**config.mk**
```make
export PLATFORM = sky130hd
export DESIGN_NAME = bcd_time_counter
export DESIGN_NICKNAME = d
export VERILOG_FILES = /design/src/rtl/bcd_time_counter.sv
export SDC_FILE = /design/constraint.sdc
export NUM_CORES = 1
export LEC_CHECK = 0
export CAP_MARGIN = 0
export CORE_MARGIN = 8
export CORE_UTILIZATION = 50
export CTS_CLUSTER_DIAMETER = 30
export DETAILED_ROUTE_END_ITERATION = 10
export GPL_ROUTABILITY_DRIVEN = 0
export HOLD_SLACK_MARGIN = 0.05
export PLACE_DENSITY_LB_ADDON = 0.25
export SYNTH_ARGS = -nofsm -noshare
export SYNTH_HDL_FRONTEND = slang
export SYNTH_SLANG_ARGS = --single-unit
```
**constraint.sdc**
```tcl
create_clock -name CLK1 -period 10.71 [get_ports CLK1]
set_clock_uncertainty 0.15 [all_clocks]
set_input_delay 1.6065 -clock CLK1 [delete_from_list [all_inputs] [get_ports CLK1]]
set_output_delay 1.6065 -clock CLK1 [all_outputs]
set_load 0.01 [all_outputs]
```
**src/rtl/bcd_time_counter.sv**
```systemverilog
// bcd_time_counter: BCD time-of-day / countdown engine.
// Holds HH:MM:SS (or MM:SS when HOUR_EN=0) in packed BCD and advances it once
// every TICK_DIV enabled CLK1 cycles. Up-count rolls over at HOUR_MAX:59:59;
// down-count stops at zero and raises a sticky expired flag.
//
// Ports:
//   CLK1      clock, rising edge
//   RESET     asynchronous, active-high reset
//   run       1 = prescaler advances / steps taken, 0 = hold everything
//   dir       0 = count up, 1 = count down
//   clear     synchronous clear of time, prescaler and flags
//   load      one-cycle strobe to load load_bcd (validated)
//   load_bcd  {hr10,hr01,min10,min01,sec10,sec01}
//   time_bcd  current value, same packing
//   step      pulse on every step taken (including a held step at zero)
//   wrap      pulse when an up-count rolls over to zero
//   expired   sticky, set when a down-count reaches or sits at zero
//   load_err  pulse after a rejected load
module bcd_time_counter #(
  parameter int unsigned HOUR_EN  = 1,
  parameter int unsigned HOUR_MAX = 23,
  parameter int unsigned TICK_DIV = 1
) (
  input  logic        CLK1,
  input  logic        RESET,
  input  logic        run,
  input  logic        dir,
  input  logic        clear,
  input  logic        load,
  input  logic [23:0] load_bcd,
  output logic [23:0] time_bcd,
  output logic        step,
  output logic        wrap,
  output logic        expired,
  output logic        load_err
);

  localparam int unsigned PW = (TICK_DIV > 1) ? $clog2(TICK_DIV) : 1;
  localparam logic [PW-1:0] PMAX = PW'(TICK_DIV - 1);
  localparam logic [6:0] HMAX = 7'(HOUR_MAX);
  localparam bit HOURS_ON = (HOUR_EN != 0);

  logic [PW-1:0] pcnt;

  logic [3:0] s1, s10, m1, m10, h1, h10;
  logic [6:0] hr_val;

  assign {h10, h1, m10, m1, s10, s1} = time_bcd;
  assign hr_val = ({3'b000, h10} * 7'd10) + {3'b000, h1};

  // Up-count next value and rollover flag
  logic [3:0] u_s1, u_s10, u_m1, u_m10, u_h1, u_h10;
  logic       c_s1, c_s10, c_m1, c_m10;
  logic       up_wrap;

  always_comb begin
    u_s1    = s1;
    u_s10   = s10;
    u_m1    = m1;
    u_m10   = m10;
    u_h1    = h1;
    u_h10   = h10;
    up_wrap = 1'b0;

    c_s1  = (s1 == 4'd9);
    c_s10 = c_s1 && (s10 == 4'd5);
    c_m1  = c_s10 && (m1 == 4'd9);
    c_m10 = c_m1 && (m10 == 4'd5);

    u_s1 = c_s1 ? 4'd0 : s1 + 4'd1;
    if (c_s1)  u_s10 = (s10 == 4'd5) ? 4'd0 : s10 + 4'd1;
    if (c_s10) u_m1  = (m1 == 4'd9) ? 4'd0 : m1 + 4'd1;
    if (c_m1)  u_m10 = (m10 == 4'd5) ? 4'd0 : m10 + 4'd1;
    if (c_m10) begin
      if (!HOURS_ON || (hr_val >= HMAX)) begin
        u_h1    = 4'd0;
        u_h10   = 4'd0;
        up_wrap = 1'b1;
      end else if (h1 == 4'd9) begin
        u_h1  = 4'd0;
        u_h10 = h10 + 4'd1;
      end else begin
        u_h1 = h1 + 4'd1;
      end
    end
  end

  // Down-count next value; zero holds rather than underflowing
  logic [3:0] d_s1, d_s10, d_m1, d_m10, d_h1, d_h10;
  logic       b_s1, b_s10, b_m1, b_m10;
  logic       is_zero;

  always_comb begin
    d_s1  = s1;
    d_s10 = s10;
    d_m1  = m1;
    d_m10 = m10;
    d_h1  = h1;
    d_h10 = h10;

    is_zero = (time_bcd == 24'h000000);
    b_s1  = (s1 == 4'd0);
    b_s10 = b_s1 && (s10 == 4'd0);
    b_m1  = b_s10 && (m1 == 4'd0);
    b_m10 = b_m1 && (m10 == 4'd0);

    if (!is_zero) begin
      d_s1 = b_s1 ? 4'd9 : s1 - 4'd1;
      if (b_s1)  d_s10 = (s10 == 4'd0) ? 4'd5 : s10 - 4'd1;
      if (b_s10) d_m1  = (m1 == 4'd0) ? 4'd9 : m1 - 4'd1;
      if (b_m1)  d_m10 = (m10 == 4'd0) ? 4'd5 : m10 - 4'd1;
      // Nonzero value with a borrow out of min10 implies nonzero hours
      if (b_m10) begin
        if (h1 == 4'd0) begin
          d_h1  = 4'd9;
          d_h10 = h10 - 4'd1;
        end else begin
          d_h1 = h1 - 4'd1;
        end
      end
    end
  end

  logic [23:0] next_time;
  always_comb begin
    next_time = dir ? {d_h10, d_h1, d_m10, d_m1, d_s10, d_s1}
                    : {u_h10, u_h1, u_m10, u_m1, u_s10, u_s1};
    if (!HOURS_ON) next_time[23:16] = 8'h00;
  end

  // Load validation
  logic [3:0] l_s1, l_s10, l_m1, l_m10, l_h1, l_h10;
  logic [6:0] l_hr;
  logic       load_ok;

  assign {l_h10, l_h1, l_m10, l_m1, l_s10, l_s1} = load_bcd;
  assign l_hr = ({3'b000, l_h10} * 7'd10) + {3'b000, l_h1};

  always_comb begin
    load_ok = (l_s1 <= 4'd9) && (l_s10 <= 4'd5) && (l_m1 <= 4'd9) && (l_m10 <= 4'd5) &&
              (l_h1 <= 4'd9) && (l_h10 <= 4'd9) && (l_hr <= HMAX);
    if (!HOURS_ON && ((l_h1 != 4'd0) || (l_h10 != 4'd0))) load_ok = 1'b0;
  end

  always_ff @(posedge CLK1 or posedge RESET) begin
    if (RESET) begin
      time_bcd <= 24'h000000;
      pcnt     <= '0;
      step     <= 1'b0;
      wrap     <= 1'b0;
      expired  <= 1'b0;
      load_err <= 1'b0;
    end else begin
      step     <= 1'b0;
      wrap     <= 1'b0;
      load_err <= 1'b0;
      if (clear) begin
        time_bcd <= 24'h000000;
        pcnt     <= '0;
        expired  <= 1'b0;
      end else if (load) begin
        if (load_ok) begin
          time_bcd <= load_bcd;
          pcnt     <= '0;
          expired  <= 1'b0;
        end else begin
          load_err <= 1'b1;
        end
      end else if (run) begin
        if (pcnt == PMAX) begin
          pcnt     <= '0;
          step     <= 1'b1;
          time_bcd <= next_time;
          if (dir) begin
            // Landing on zero and holding at zero both (re)assert expired
            if (next_time == 24'h000000) expired <= 1'b1;
          end else begin
            wrap <= up_wrap;
          end
        end else begin
          pcnt <= pcnt + 1'b1;
        end
      end
    end
  end

endmodule

```
# Yosys cells after proc, flatten, opt, wreduce, memory -nomap -nowiden
# Cells that the tools add are included.
dict set report word_totals {
  wordCells 124
  ff_bits 29
  input_bits 30
}
dict set report classes {
  reduce_logical 25
  magnitude_cmp 8
  muxes 61
  n_addsub 15
  n_mul 2
  n_eq_ne 7
}
# cell count
set op_table {}
lappend op_table {{2-to-1 mux 24 bit} 6}
lappend op_table {{2-to-1 mux 4 bit} 30}
lappend op_table {{zero test 24 bit} 2}
lappend op_table {{2-to-1 mux 1 bit} 25}
lappend op_table {{adder 4 x 1 -> 4 bit (second input constant)} 6}
lappend op_table {{subtractor 4 x 1 -> 4 bit (second input constant)} 6}
lappend op_table {{zero test 4 bit} 5}
lappend op_table {{less-or-equal comparator 4 bit (second input constant)} 4}
lappend op_table {{adder 7 x 4 -> 7 bit} 2}
lappend op_table {{equality test 4 bit (second input constant)} 3}
lappend op_table {{logical AND 1 bit} 12}
lappend op_table {{multiplier 4 x 3 -> 6 bit (second input constant)} 2}
lappend op_table {{nonzero test 3 bit} 3}
lappend op_table {{equality test 4 x 3 -> 1 bit (second input constant)} 2}
lappend op_table {{less-or-equal comparator 4 x 3 -> 1 bit (second input constant)} 2}
lappend op_table {{>= comparator 7 x 5 -> 1 bit (second input constant)} 1}
lappend op_table {{less-or-equal comparator 7 x 5 -> 1 bit (second input constant)} 1}
lappend op_table {{AND reduction 5 bit} 1}
lappend op_table {{!= test 3 x 2 -> 1 bit (second input constant)} 1}
lappend op_table {{!= test 3 bit (second input constant)} 1}
lappend op_table {{AND reduction 3 bit} 1}
lappend op_table {{AND reduction 2 bit} 1}
lappend op_table {{adder 1 bit (second input constant)} 1}

# Depth between registers and ports, before layout
# Gate-level depths: netlist (run 1).
dict set report logic_depth {
  word_depth 14
  ltp_mapped 12
}

# Worst setup path after synthesis (run 1)
# OpenSTA, ideal clock, no wires.
dict set report synth_timing {
  path_type {input -> register}
  from {input port load_bcd[21]}
  to {register time_bcd[23]}
  stages 12
  arrival_time_ns 4.013
  setup_ns 0.121
  path_slack_ns 6.426
  path_cell_list {ha_1 ha_1 fa_1 xor2_1 xnor2_1 nand3_1 o21a_1 nor3_1 a211oi_1 clkbuf_1 nor2_1 a22o_1}
}
dict set report synth_via {
  elab_chain_cells 6
}
# element line
set synth_rtl {}
lappend synth_rtl {{start: declaration} 30} ;# input logic [23:0] load_bcd,
lappend synth_rtl {{multiplier 4 x 3 -> 6 bit} 137} ;# assign l_hr = ({3'b000, l_h10} * 7'd10) + {3'b000, l_h1};
lappend synth_rtl {{adder 7 x 4 -> 7 bit} 137}
lappend synth_rtl {{less-or-equal comparator 7 x 5 -> 1 bit} 141} ;# (l_h1 <= 4'd9) && (l_h10 <= 4'd9) && (l_hr <= HMAX);
lappend synth_rtl {{logical AND 1 bit *} 141}
lappend synth_rtl {{!= test 3 x 2 -> 1 bit (no line) *} --}
lappend synth_rtl {{AND reduction 3 bit (no line) *} --}
lappend synth_rtl {{end signal: assignment} 163} ;# time_bcd <= load_bcd;
lappend synth_rtl {{end signal: assignment} 173} ;# time_bcd <= next_time;
lappend synth_rtl {{end: declaration} 31} ;# output logic [23:0] time_bcd,
# Mark *: on every way between the ends. The rest lies on a longest branch, timed or not.
# A chain may end at the register's enable or synchronous reset.

# Worst setup path in the final report (run 1)
dict set report layout_timing {
  from {input port load_bcd[21]}
  to {register time_bcd[14]}
}
# The elaborated chain is that of the path after synthesis.

==> results.md, run 1 <==
* Max Cap Viol at 0
* Nets@finish at 537
* VDD IR-drop max at 0.05685 mV
* Reg2Reg Depth at 11
* Top Family by Delay on Critical Path: adder cells
* RR Endpoint: expired$_DFFE_PP0P_
* Root Buffer: clkbuf_8
* H-Tree Depth at 1
* Final setup fails at 0
* Post-synth EDFFs at 0
* Cell Chain, Critical Path: clkdlybuf4s50_1, ha_1, ha_1, fa_1, xor2_1, xnor2_1, nand3_1, o21a_1, nor3_1, a211oi_4, buf_4, o41ai_1
* WHS Endpoint: expired$_DFFE_PP0P_
* CTS tree: built
* Maximum clock frequency at ~0.21 GHz
* Post-placement setup slack at 5536 ps
* Routed wire per std cell at 19.36 µm
* Clock Tree Buf Depth at 2
* Sw frac at 42.53%
* DRC marker count from the first detailed-route iteration at 383
* Pleak at 1.609 nW
* Sequential power share at 35.0%
* Final Critical Period at just under 5000 ps
* WP data arrival at roughly 4900 ps
* Largest net degree at the start of global routing at 40
* Vias in the first global route at 3514
* Chip height at 98.96 µm
* Syn-to-layout area delta at 17.67%
* Postcts setup bufs at 0
* Reg area at 700.7 µm²
* Hold Violations, Final at 0
* Final setup margin at 5861 ps
* GR Util All Layers at 21.85%
* Register area share after synthesis at between 20% and 30%
* Int Power at roughly 0.24 mW
* R2r setup slk at 6510 ps
* Total grt overflow at 0
* Mapped Cells at 452
* Flops & latches, synth at 28
* Initial antenna violation count at 0
* Detailed Routing Iterations Pass 1 at 6
* CP dominant cell by count: ha_1
* Drt drc at 0
* Comb power frac at 48.0%
* Async set-or-reset flop fraction in the synthesized netlist at 100.0%
* Startpoint types: primary input
* Mapped cell area at about 3400 µm²
* Mean area per synthesized cell at around 7.6 µm²
* Slew margin rel. at 20.91%
* Unique masters post-synth at around 70
* Total number of vias at 3732
* CP Class: primary input to flop
* Slowest-stage cell, CP: clkdlybuf4s50_1
* Number of clock sinks at 28
* Worst slew pin tran at ~1200 ps
* Crit path required time at approximately 11000 ps
* Commonest non-fill, non-tap cell in the layout: clkdlybuf4s50_1
* Reg2reg start: time_bcd[21]$_DFFE_PP0P_
* Worst-path clk slew at 110 ps
* PwrDens at 102.2 nW/µm²
* Ys flop type: dfrtp_1
* Hpwl dp at 7.895 mm
* Die width at 98.96 µm
* TritonCTS Buffers at 3
* CP Buf/Inv Count at 2
* Hold path depth at 2
* NetSw at approximately 0.18 mW
* Crit path capture type: flop
* Fraction of layout cells with a size suffix above 1 at ~4.6%
* IO Pins at 58
* Placed insts at 557
* Slew Viols, Final at 0
* Detail Route Antenna Nets at 0
* Post-cts sizing count at 0
* Via density at around 6.7
* Top post-synthesis cells by area: dfrtp_1, ha_1, nand2_1, o21ai_0, a21oi_1
* Peak per-stage delay on the critical path at 500 ps
* Multi-input gate area at between 2000 and 3000 µm²
* Leading area contributor after synthesis: dfrtp_1
* Area share of the largest cell type after synthesis at a little over 20%
* Final Non-Filler Cells at 561
* HP Start: expired$_DFFE_PP0P_
* Clock Latency Late Sink at 290 ps
* Min-delay worst type: flop to flop
* Rows at 30
* Most frequent cells in the layout: clkdlybuf4s50_1, nand2_1, nor2_1, o21ai_0, dfrtp_1
* Syn Nets at about 500
* Die area at 9792 µm²
* Initial core utilization at roughly 51%
* IO buf count at 57
* Status: completed
* RSZ-0062 raised after global routing: no
* Diode count at 0
* Final Cycle Share at a little under half
* Maximum fanout along the worst path at 31
* Global-route wire length before repair at 17.75 mm
* YS warnings at 0
* Total Wirelength at 10.86 mm
* Clock power frac at 17.1%
* Core Region at 6719 µm²
* FILL cells at 629
* Hold_buf cts at 0
* Setup TNS at 0 ps
==> state kept, by name, summed over array words and instances, names as in the netlist <==
name	cells
expired	1
step	1
wrap	1
load_err	1
time_bcd	24
==> how the worst max path moves through the flow <==
stage | from | to | slack [ps] | cells after the start
5_1_grt | load_bcd[21] | time_bcd[1]$_DFFE_PP0P_ | 5600 | 12
3_3_place_gp | load_bcd[21] | time_bcd[1]$_DFFE_PP0P_ | 5700 | 12
3_5_place_dp | load_bcd[21] | time_bcd[14]$_DFFE_PP0P_ | 5540 | 12
2_1_floorplan | load_bcd[21] | time_bcd[23]$_DFFE_PP0P_ | 6430 | 12
6_report | load_bcd[21] | time_bcd[14]$_DFFE_PP0P_ | 5860 | 12
4_1_cts | load_bcd[21] | time_bcd[14]$_DFFE_PP0P_ | 5840 | 12
==> synth_stat cells, types with 3 or more instances <==
master / n
nor3_1: 9
nor3b_1: 4
a211oi_1: 4
nor4_1: 7
a22o_1: 3
and2_1: 3
or4_1: 3
or2_2: 3
buf_2: 5
nand3_1: 18
fa_1: 4
nand4_1: 11
o21ai_0: 30
o211ai_1: 6
nand4b_1: 4
and3b_1: 4
nand2_1: 43
ha_1: 21
a31oi_1: 11
nor2_1: 31
xnor2_1: 6
nor2b_1: 7
dfrtp_1: 28
a21oi_1: 25
mux2i_1: 12
and4_1: 4
or3_1: 4
inv_1: 14
o31ai_1: 16
nand2b_1: 11
a21o_1: 4
clkbuf_1: 28
and3_1: 7
a221oi_1: 4
xor2_1: 6
o22ai_1: 6
==> stage by stage <==
| stage | utilization, % | power [mW] | cell area [µm²] | hold WS (ps) |
|---|---|---|---|---|
| finish | 60.26 | 0.4137 | 4049 | 369.2 |
| global route | 60.26 | 0.4377 | 4049 | 398.7 |
| CTS | 60.26 | 0.4091 | 4049 | 376.2 |
| detailed placement | 59.44 | 0.3392 | 3994 | 348.7 |
| global placement | 59.44 | 0.3344 | 3994 | 354.5 |
| floorplan | - | 0.2709 | 3441 | 367.4 |
==> worst min-delay path, delay by kind of cell, from the launching register on <==
kind,cells,cell delay (ps)
AND/OR/NAND/NOR,1,50
flip-flops,1,370
AO/OA/AOI/OAI,1,70
==> per-layer routing <==
| layer | part of all wire (%) | vias to the layer above | global-route usage, % |
|---|---|---|---|
| li1 | - | 1755 | - |
| met1 | 44 | 1759 | 29.35 |
| met2 | 46 | 193 | 35.29 |
| met3 | 7.8 | 25 | 2.748 |
| met4 | 2.1 | 0 | 6.848 |
| met5 | 0 | - | 0 |
==> layout make-up <==
class / count / area share [%]
multi-input combinational: 373 / 62.64
sequential: 28 / 17.31
timing repair buffer: 61 / 14.83
tap: 80 / 2.472
inverter: 15 / 1.391
clock buffer: 4 / 1.360
==> kinds of logic (layout without fill, tap and decap cells) <==
| kind of cell | Yosys count | in the layout | share of synthesized area (%) |
|---|---|---|---|
| AO/OA/AOI/OAI | 131 | 131 | 24.87 |
| XOR/XNOR | 12 | 12 | 3.055 |
| adder cells (fa/ha/maj) | 26 | 26 | 10.25 |
| buffers and inverters | 51 | 80 | 6.291 |
| flip-flops | 28 | 28 | 20.36 |
| multiplexers | 12 | 12 | 3.491 |
| AND/OR/NAND/NOR | 192 | 192 | 31.67 |
==> power groups by stage <==
stage	Sequential, mW	Combinational [mW]	Clock, mW
after global placement	0.145	0.189	0
final	0.145	0.198	0.0706
after detailed placement	0.146	0.193	0
after global routing	0.148	0.216	0.0736
after floorplan	0.132	0.139	0
after CTS	0.144	0.195	0.0704
Note: power is estimated with default switching activity, not from simulation.
==> run 2, diff against run 1 <==
==> constraint.sdc (replaced) <==
create_clock -name CLK1 -period 3.95 [get_ports CLK1]
set_clock_uncertainty 0.15 [all_clocks]
set_input_delay 0.5925 -clock CLK1 [delete_from_list [all_inputs] [get_ports CLK1]]
set_output_delay 0.5925 -clock CLK1 [all_outputs]
set_load 0.01 [all_outputs]
==> run 2 against run 1 <==
  * Total power grew to 2.9 times the previous value
  * Sequential share of layout area is 0.64 points lower
  * Wire length is 0.26% higher
  * Sequential cell count stayed put
  * Core utilization is 2.3 points higher
  * Non-clock buffer count is 14 higher
  * Largest power group unchanged
==> results.md, run 2 (synthesized netlist as in run 1, its figures left out) <==
* Status: completed
* Slew Viols, Final at 0
* Pleak at 1.691 nW
* Die area at 9792 µm²
* Drt drc at 0
* Setup TNS at 0 ps
* Maximum fanout along the worst path at 6
* Cell Chain, Critical Path: ha_1, ha_1, fa_1, xor2_2, nor4_1, a221oi_2, nand3_1, a21oi_1, o211ai_1, or4_1, o21ai_1
* Number of clock sinks at 28
* Total grt overflow at 0
* Largest net degree at the start of global routing at 38
* Peak per-stage delay on the critical path at 590 ps
* Die width at ~99 µm
* Max Cap Viol at 0
* DRC marker count from the first detailed-route iteration at about 320
* Hpwl dp at around 8.2 mm
* RSZ-0062 raised after global routing: no
* CP Buf/Inv Count at 0
* Min-delay worst type: flop to flop
* IO buf count at 57
* CTS tree: built
* Comb power frac at 48.8%
* Fraction of layout cells with a size suffix above 1 at roughly 8%
* Final Non-Filler Cells at 575
* Startpoint types: flop
* IO Pins at 58
* GR Util All Layers at about 22%
* Hold Violations, Final at 0
* WP data arrival at 3770 ps
* Commonest non-fill, non-tap cell in the layout: clkdlybuf4s50_1
* Int Power at 0.7154 mW
* Initial core utilization at 51.21%
* Clock power frac at 20.3%
* Crit path required time at 4020 ps
* Sw frac at 40.43%
* Chip height at 98.96 µm
* Slew margin rel. at 50.93%
* Rows at 30
* Via density at 6.525
* Final Critical Period at 3697 ps
* Nets@finish at 551
* Top Family by Delay on Critical Path: compound AO/OA/AOI/OAI gates
* Largest Register: time_bcd
* Total Wirelength at 10.89 mm
* Most frequent cells in the layout: clkdlybuf4s50_1, nand2_1, nor2_1, o21ai_0, dfrtp_1
* Max reg flops at 24
* Core Region at 6719 µm²
* Maximum clock frequency at 0.2705 GHz
* Routed wire per std cell at 18.94 µm
* Clock Latency Late Sink at 300 ps
* Root Buffer: clkbuf_8
* Sequential power share at 31.0%
* NetSw at approximately 0.49 mW
* Placed insts at 571
* Slowest-stage cell, CP: or4_1
* Syn-to-layout area delta at 22.18%
* H-Tree Depth at 1
* Crit path capture type: flop
* Initial antenna violation count at 0
* Clock Tree Buf Depth at 2
* CP Class: flop to flop
* Worst-path clk slew at 100 ps
* Final Cycle Share at 93.59%
* Detailed Routing Iterations Pass 1 at 5
* Worst slew pin tran at 726.8 ps
* Final setup fails at 0
* TritonCTS Buffers at 3
* Global-route wire length before repair at 18.03 mm
* Diode count at 0
* Detail Route Antenna Nets at 0
* Vias in the first global route at 3631
* Total number of vias at roughly 3800
* PwrDens at 285.6 nW/µm²
* CP dominant cell by count: ha_1
* VDD IR-drop max at 0.1470 mV
[run 2: worst register-to-register path, cell delays in order, from the launching register on]
cell and delay [ps]:
dfrtp_1 400, ha_1 300, ha_1 210, fa_1 400
xor2_2 270, nor4_1 120, a221oi_2 390, nand3_1 190
a21oi_1 290, o211ai_1 160, or4_1 590, o21ai_1 170
[run 2: final cells by class]
cell class                 instances  area, µm²
multi-input combinational        373       2557
fill                             587       2515
timing repair buffer              75      718.2
sequential                        28      700.7
tap                               80      100.1
inverter                          15      56.30
clock buffer                       3      41.29
clock inverter                     1      30.03
[run 2: through the flow]
| step | instance area [µm²] | setup WS [ps] | hold WS, ps | total power, mW | utilization (%) |
|---|---|---|---|---|---|
| finish | 4204 | 253.2 | 406.3 | 1.201 | 62.57 |
| global route | 4204 | 7.853 | 442.2 | 1.269 | 62.57 |
| detailed placement | 4111 | 7.153 | 373.7 | 0.9437 | 61.19 |
| floorplan | 3441 | 398.5 | 367.4 | 0.7346 | - |
| global placement | 4111 | 115.1 | 363.4 | 0.9288 | 61.19 |
| CTS | 4190 | 62.92 | 400.6 | 1.185 | 62.37 |
[run 2: power groups by stage]
stage / Sequential (mW) / Combinational (mW) / Clock (mW)
after floorplan: 0.359 / 0.376 / 0
after global placement: 0.374 / 0.555 / 0
after detailed placement: 0.376 / 0.568 / 0
after CTS: 0.370 / 0.573 / 0.241
after global routing: 0.379 / 0.638 / 0.252
final: 0.372 / 0.586 / 0.243
[run 2: worst paths after layout]
check                                    startpoint                        to  slack (ps)  depth (start not counted)
max                        time_bcd[21]$_DFFE_PP0P_       expired$_DFFE_PP0P_         250                         11
min                             expired$_DFFE_PP0P_       expired$_DFFE_PP0P_         410                          2
max reg2reg                time_bcd[21]$_DFFE_PP0P_       expired$_DFFE_PP0P_         250                         11
min reg2reg                     expired$_DFFE_PP0P_       expired$_DFFE_PP0P_         410                          2
max in group asynchronous                     RESET  time_bcd[19]$_DFFE_PP0P_        2850                          3
min in group asynchronous                     RESET   time_bcd[2]$_DFFE_PP0P_         510                          3
[run 2: routing by layer]
metal / part of all wire [%] / GRT usage (%) / routed length, µm / up-vias
met5: 0 / 0 / 0 / -
met4: 2.2 / 7.202 / 236 / 0
met3: 8.5 / 4.228 / 923 / 21
met2: 46 / 34.77 / 4985 / 178
met1: 44 / 29.81 / 4744 / 1772
li1: - / - / - / 1781
[run 2: what timing repair did]
item	in CTS	in global routing
cloned	0	0
endpoints found under the setup margin	1	1
pin swaps	0	1
resized for setup	1	2
buffers inserted	0	0
hold buffers	0	0
